==> config.mk <==
export PLATFORM = sky130hd
export DESIGN_NAME = addsub_arbiter
export DESIGN_NICKNAME = d
export VERILOG_FILES = /design/src/rtl/addsub_arbiter.sv
export SDC_FILE = /design/constraint.sdc
export NUM_CORES = 1
export LEC_CHECK = 0
export ABC_AREA = 1
export BUFFER_PORTS_ARGS = -buffer_cell sky130_fd_sc_hd__buf_2
export CAP_MARGIN = 5
export CORE_ASPECT_RATIO = 0.6
export CORE_MARGIN = 2
export CORE_UTILIZATION = 48
export CTS_BUF_LIST = sky130_fd_sc_hd__clkbuf_8
export DETAILED_ROUTE_END_ITERATION = 12
export PLACE_DENSITY = 0.9
export SLEW_MARGIN = 20
export SYNTH_ARGS = -nofsm -noshare
export SYNTH_HDL_FRONTEND = slang
export SYNTH_SLANG_ARGS = --single-unit
==> constraint.sdc <==
create_clock -name clock -period 1.61 [get_ports clock]
set_input_delay 0.0805 -clock clock [delete_from_list [all_inputs] [get_ports clock]]
set_output_delay 0.0805 -clock clock [all_outputs]
set_load 0.02 [all_outputs]
==> src/rtl/addsub_arbiter.sv <==
// addsub_arbiter
//   Round-robin arbiter and sequencer for the shared 8-bit adder_subtractor.
//   Two clients issue {a, b, op} requests. One request is granted at a time.
//   The winner's operands are registered onto alu_*. The adder result is
//   captured one cycle later with signed-overflow, zero and negative flags.
//   It is then returned on a valid/ready response channel, tagged with the
//   requester ID.
//
// Ports
//   clock, reset_n              clock, asynchronous active-low reset
//   reqN_valid/_a/_b/_op        request from client N (op: 0 = a+b, 1 = a-b)
//   reqN_ready                  grant; combinational, only asserted in IDLE
//   alu_a, alu_b, alu_op        registered operands to the shared adder
//   alu_result                  combinational result back from the adder
//   resp_valid, resp_ready      response handshake
//   resp_id                     requester that issued the operation
//   resp_result                 captured result (wraps mod 256)
//   resp_overflow/_zero/_negative  status flags of resp_result
module addsub_arbiter (
  input  logic       clock,
  input  logic       reset_n,
  input  logic       req0_valid,
  input  logic [7:0] req0_a,
  input  logic [7:0] req0_b,
  input  logic       req0_op,
  output logic       req0_ready,
  input  logic       req1_valid,
  input  logic [7:0] req1_a,
  input  logic [7:0] req1_b,
  input  logic       req1_op,
  output logic       req1_ready,
  output logic [7:0] alu_a,
  output logic [7:0] alu_b,
  output logic       alu_op,
  input  logic [7:0] alu_result,
  output logic       resp_valid,
  input  logic       resp_ready,
  output logic       resp_id,
  output logic [7:0] resp_result,
  output logic       resp_overflow,
  output logic       resp_zero,
  output logic       resp_negative
);

  typedef enum logic [1:0] {
    IDLE = 2'd0,
    EXEC = 2'd1,
    RESP = 2'd2
  } state_t;

  state_t      state_q;
  logic        last_grant_q;
  logic [7:0]  alu_a_q;
  logic [7:0]  alu_b_q;
  logic        alu_op_q;
  logic        resp_valid_q;
  logic        resp_id_q;
  logic [7:0]  resp_result_q;
  logic        resp_ovf_q;
  logic        resp_zero_q;
  logic        resp_neg_q;

  logic        grant0_d;
  logic        grant1_d;
  logic        win_id_d;
  logic [7:0]  win_a_d;
  logic [7:0]  win_b_d;
  logic        win_op_d;
  logic        ovf_d;

  // Two's complement overflow for a+b / a-b with wrapped result r.
  function automatic logic signed_ovf(input logic [7:0] a, input logic [7:0] b,
                                      input logic [7:0] r, input logic op);
    logic ovf;
    if (op) ovf = (a[7] != b[7]) && (r[7] != a[7]);
    else    ovf = (a[7] == b[7]) && (r[7] != a[7]);
    return ovf;
  endfunction

  // Grant decision. It is gated by reset_n so both readys read 0 while reset
  // is held, even though the state register already reads IDLE.
  // On a tie, the requester that did not win last time is served.
  always_comb begin
    grant0_d = 1'b0;
    grant1_d = 1'b0;
    if (reset_n && (state_q == IDLE)) begin
      if (req0_valid && (!req1_valid || last_grant_q)) grant0_d = 1'b1;
      else if (req1_valid)                             grant1_d = 1'b1;
    end
  end

  always_comb begin
    win_id_d = grant1_d;
    win_a_d  = grant1_d ? req1_a  : req0_a;
    win_b_d  = grant1_d ? req1_b  : req0_b;
    win_op_d = grant1_d ? req1_op : req0_op;
    ovf_d    = signed_ovf(alu_a_q, alu_b_q, alu_result, alu_op_q);
  end

  always_ff @(posedge clock or negedge reset_n) begin
    if (!reset_n) begin
      state_q       <= IDLE;
      last_grant_q  <= 1'b1;
      alu_a_q       <= 8'd0;
      alu_b_q       <= 8'd0;
      alu_op_q      <= 1'b0;
      resp_valid_q  <= 1'b0;
      resp_id_q     <= 1'b0;
      resp_result_q <= 8'd0;
      resp_ovf_q    <= 1'b0;
      resp_zero_q   <= 1'b0;
      resp_neg_q    <= 1'b0;
    end else begin
      case (state_q)
        IDLE: begin
          if (grant0_d || grant1_d) begin
            alu_a_q      <= win_a_d;
            alu_b_q      <= win_b_d;
            alu_op_q     <= win_op_d;
            resp_id_q    <= win_id_d;
            last_grant_q <= win_id_d;
            state_q      <= EXEC;
          end
        end
        // alu_* have been stable for a full cycle; sample the adder here only.
        EXEC: begin
          resp_result_q <= alu_result;
          resp_ovf_q    <= ovf_d;
          resp_zero_q   <= (alu_result == 8'd0);
          resp_neg_q    <= alu_result[7];
          resp_valid_q  <= 1'b1;
          state_q       <= RESP;
        end
        // Hold everything until the consumer takes the response.
        RESP: begin
          if (resp_ready) begin
            resp_valid_q <= 1'b0;
            state_q      <= IDLE;
          end
        end
        default: state_q <= IDLE;
      endcase
    end
  end

  assign req0_ready    = grant0_d;
  assign req1_ready    = grant1_d;
  assign alu_a         = alu_a_q;
  assign alu_b         = alu_b_q;
  assign alu_op        = alu_op_q;
  assign resp_valid    = resp_valid_q;
  assign resp_id       = resp_id_q;
  assign resp_result   = resp_result_q;
  assign resp_overflow = resp_ovf_q;
  assign resp_zero     = resp_zero_q;
  assign resp_negative = resp_neg_q;

endmodule

# [Yosys cells after proc, flatten, opt, wreduce, memory -nomap -nowiden]
# Index checks and enable logic that the tools add are counted.
[word_totals] reg_bits=33 out_inout_bits=32 word_cells=45
[op_classes] eq_ne=7 mux=14 reduce_logical=13
[ops] op="$mux W8" count=2
[ops] op="$logic_not A8 Y1" count=1
[ops] op="$mux W1" count=8
[ops] op="$pmux W2 S3" count=1
[ops] op="$reduce_and A2 Y1" count=3
[ops] op="$logic_and A1 B1 Y1" count=4
[ops] op="$mux W2" count=2
[ops] op="$eq A2 B1 Y1 const B" count=1
[ops] op="$eq A2 B2 Y1 const B" count=1
[ops] op="$logic_not A2 Y1" count=1
[ops] op="$logic_or A1 B1 Y1" count=2
[ops] op="$ne A1 B1 Y1" count=2
[ops] op="$ne A2 B1 Y1 const B" count=1
[ops] op="$ne A2 B2 Y1 const B" count=1
[ops] op="$pmux W1 S2" count=1
[ops] op="$reduce_bool A2 Y1" count=1
[ops] op="$eq A1 B1 Y1" count=1
[ops] op="$logic_not A1 Y1" count=1

# [Depth between registers and ports, before layout]
[depth] word_depth=8 depth_mapped=9

# [Worst setup path after synthesis]
# OpenSTA, ideal clock, no wires.
[synth_timing] kind="register to register" startpoint="register state_q[1]" endpoint="register alu_op_q, in the netlist alu_op" setup_ps=117 arrival_ps=1136 slack_ps=356 path_stages_with_launch=9 n_path_buf=2 synth_period_minus_slack_ps=1254 path_cell_list="dfrtp_1 inv_2 nand2_2 nor2_8 nand2_2 buf_6 buf_4 nand3_1 nand2_1"
[synth_between] elab_chain_cells=5 elab_cells_between_ends=7 cone_classes="3 x mux; 4 x reduce/logical"
[synth_lines] element="start: declaration" line="51" source="state_t state_q;"
[synth_lines] element="start signal: assignment" line="102" source="state_q <= IDLE;"
[synth_lines] element="start signal: assignment" line="122" source="state_q <= EXEC;"
[synth_lines] element="start signal: assignment" line="132" source="state_q <= RESP;"
[synth_lines] element="$logic_not A2 Y1 *" line="86, 114"
[synth_lines] element="$logic_and A1 B1 Y1" line="86" source="if (reset_n && (state_q == IDLE)) begin"
[synth_lines] element="$mux W1" line="86"
[synth_lines] element="$logic_or A1 B1 Y1" line="116" source="if (grant0_d || grant1_d) begin"
[synth_lines] element="$reduce_and A2 Y1 (no line)"
[synth_lines] element="end signal: assignment" line="119" source="alu_op_q <= win_op_d;"
[synth_lines] element="end: declaration" line="55" source="logic alu_op_q;"
# Mark *: on every way between the ends. The rest lies on a longest branch, timed or not.
# A chain may end at the register's enable or synchronous reset.

# [Final worst setup path]
[layout_timing] startpoint="register last_grant_q" endpoint="output req0_ready"
[layout_between] elab_chain_cells=4
[layout_lines] element="start: declaration" line="52" source="logic last_grant_q;"
[layout_lines] element="start signal: assignment" line="121" source="last_grant_q <= win_id_d;"
[layout_lines] element="$logic_or A1 B1 Y1" line="87" source="if (req0_valid && (!req1_valid || last_grant_q)) grant0_d = 1'b1;"
[layout_lines] element="$logic_and A1 B1 Y1" line="87"
[layout_lines] element="$mux W1" line="87"
[layout_lines] element="$mux W1" line="86"
[layout_lines] element="end: declaration" line="26" source="output logic req0_ready,"
# Every way passes these cells.

==> flow_metrics.tcl <==
set metrics [dict create \
    dieArea_sq_mm 0.00407 \
    clock_latency_ns 0.28 \
    io_pins 79 \
    r2r_start "state_q[0]" \
    grt_pass1_wl_um 6960 \
    worstHoldStart "resp_ready" \
    htreeDepth 2 \
    clockBufferDepth 2 \
    tns_ns 0 \
    cts_num_sinks 32 \
    layout_commonest_cell "buf_2" \
    drive_above_1_share_pct 33.9 \
    die_w_um 81.0 \
    crit_path_start "last_grant_q" \
    antenna_found_initial 0 \
    clkTransAtPathRegs_ns 0.07 \
    final_cell_mix "buf_2 (76), nand2_1 (58), nand3_1 (55), inv_1 (47), dfrtp_1 (31)" \
    cp.required_ns 1.53 \
    maxSlewViolCount 0 \
    synth_top_area_share_pct 45.4 \
    skew_ns 0.00581 \
    power.density_mw_per_mm2 1750 \
    syn_area_per_cell_sq_um 7.46 \
    netlist_instances 229 \
    cts_tree "done" \
    synth_seq_cells 32 \
    fin_crit_ns 1.57 \
    grt_max_degree 33 \
    p_leak_nw 1.44 \
    maxCapViolations 0 \
    start_kind "register" \
    pre_cts_ws_ns 0.175 \
    power.total_mw 4.02 \
    drt_iter0_markers 104 \
    yosysWarnings 0 \
    wl_per_cell_um 11.8 \
    initial_core_util_pct 51.4 \
    clk_root_buffer_cell "clkbuf_8" \
    rr_worst_depth 8 \
    core_area_sq_mm 0.00332 \
    holdCritPathClass "primary input to register" \
    antenna_cells 0 \
    yosys-top-cells-area "dfrtp_1 (45%), nand3_1 (16%), nand2_1 (13%)" \
    area_growth_pct 34.5 \
    path_class "register to output pin" \
    worst-path-max-fanout 6 \
    gr-total-overflow 0 \
    max_freq_mhz 636 \
    yosys.area.top_type "dfrtp_1" \
    synth_nets 276 \
    via_per_inst 4.76 \
    arrival_ns 1.49 \
    worst_pin_slew_ns 0.388 \
    grt_pass1_vias 1588 \
    drc 0 \
    final_core_util_pct 69.1 \
    dieHeight_um 50.2 \
    fin_ws_ns 0.0375 \
    wl_um 4260 \
    irDropWorstVdd_uv 842 \
    holdPathStages 2 \
    ant_nets 0 \
    yosysSeqAreaShare_pct 47.0 \
    row_count 16 \
    vias 1720 \
    setup_violations 0 \
    period_share_pct 97.7 \
    num-nets-final 362 \
    slew_headroom_pct 74.1 \
    drtPass1Iterations 4 \
    yosysUniqueCellTypes 20 \
    dp.final_hpwl_um 3100 \
    cp-end-kind "output pin" \
    grtUsageTotal_pct 22.4 \
    grt_setup_unrepaired "yes" \
    synth.cell_area_sq_mm 0.00171 \
    status "complete, no violations" \
    finalHoldViolCount 0 \
    cts_buffers 5 \
    io_buffers 78 \
    place_congestion 0.834 \
]
[synth_stat cells, drive strengths merged]
library cell	n
nand2	62
nand3	55
inv	49
dfrtp	31
buf	10
nor2	8
o21ai	5
a21oi	2
nor3	2
clkbuf	1
dfstp	1
or2	1
xnor2	1
xor2	1
[worst max-delay path, cell delays in order (launching register included)]
cell and delay [ns]:
dfstp_2 0.57, nor2_1 0.06, nor2_1 0.14, nand2_2 0.11, buf_6 0.14, inv_1 0.06
buf_4 0.13
[area by class of cell]
type	instances	area [sq um]
Fill cell	294	1030
Sequential cell	32	802
Multi-Input combinational cell	137	658
Timing Repair Buffer	90	504
Inverter	49	184
Clock buffer	6	82.6
Tap cell	45	56.3
Clock inverter	2	10.0
[per-layer routing]
layer	global-route usage, %	up-vias	part of all wire [%]
li1	-	870	-
met1	31.3	760	46
met2	34.7	83	44
met3	6.12	7	8.6
met4	5.65	0	1.5
met5	0	-	0
[logic make-up (layout without fill, tap and decap cells)]
group,Yosys count,in the layout,synth area share [%]
simple gates,128,128,33.8
flops,32,32,47.0
buf+inv,60,147,15.5
xor+xnor,2,2,1.03
compound gates,7,7,2.71
[flip-flops by register name, indices dropped and copies added, names as in the netlist]
register,flops
alu_a,8
resp_result,8
state_q,2
resp_zero,1
resp_id,1
resp_valid,1
alu_op,1
resp_overflow,1
last_grant_q,1
alu_b,8
[worst paths after layout]
path | end | slack [ns]
max | req0_ready | 0.04
min | state_q[1] | 0.01
max reg2reg | alu_a[3] | 0.15
min reg2reg | resp_result[2] | 0.48
max in group asynchronous | last_grant_q | 0.91
min in group asynchronous | alu_a[2] | 0.37
[power breakdown]
group          switching, mW  internal [mW]  total, mW
clock                  0.289          0.341      0.629
combinational           1.24          0.718       1.95
sequential             0.241           1.19       1.43
[through the flow]
step           area, sq um  cells  hold WS [ns]
2_1_floorplan         1710    229        -0.215
3_3_place_gp          2150    349         0.153
3_5_place_dp          2150    349         0.149
4_1_cts               2250    358       0.00552
5_1_grt               2300    361        0.0199
6_report              2300    361        0.0112
[timing repair]
item,4_1_cts,5_1_grt
buffers inserted,0,3
endpoints found under the hold margin,31,0
hold buffers,1,0
pin swaps,0,1
gates cloned,0,0
resized for setup,1,5
setup endpoints to repair,1,2
Power figures use the tool's default switching activity.
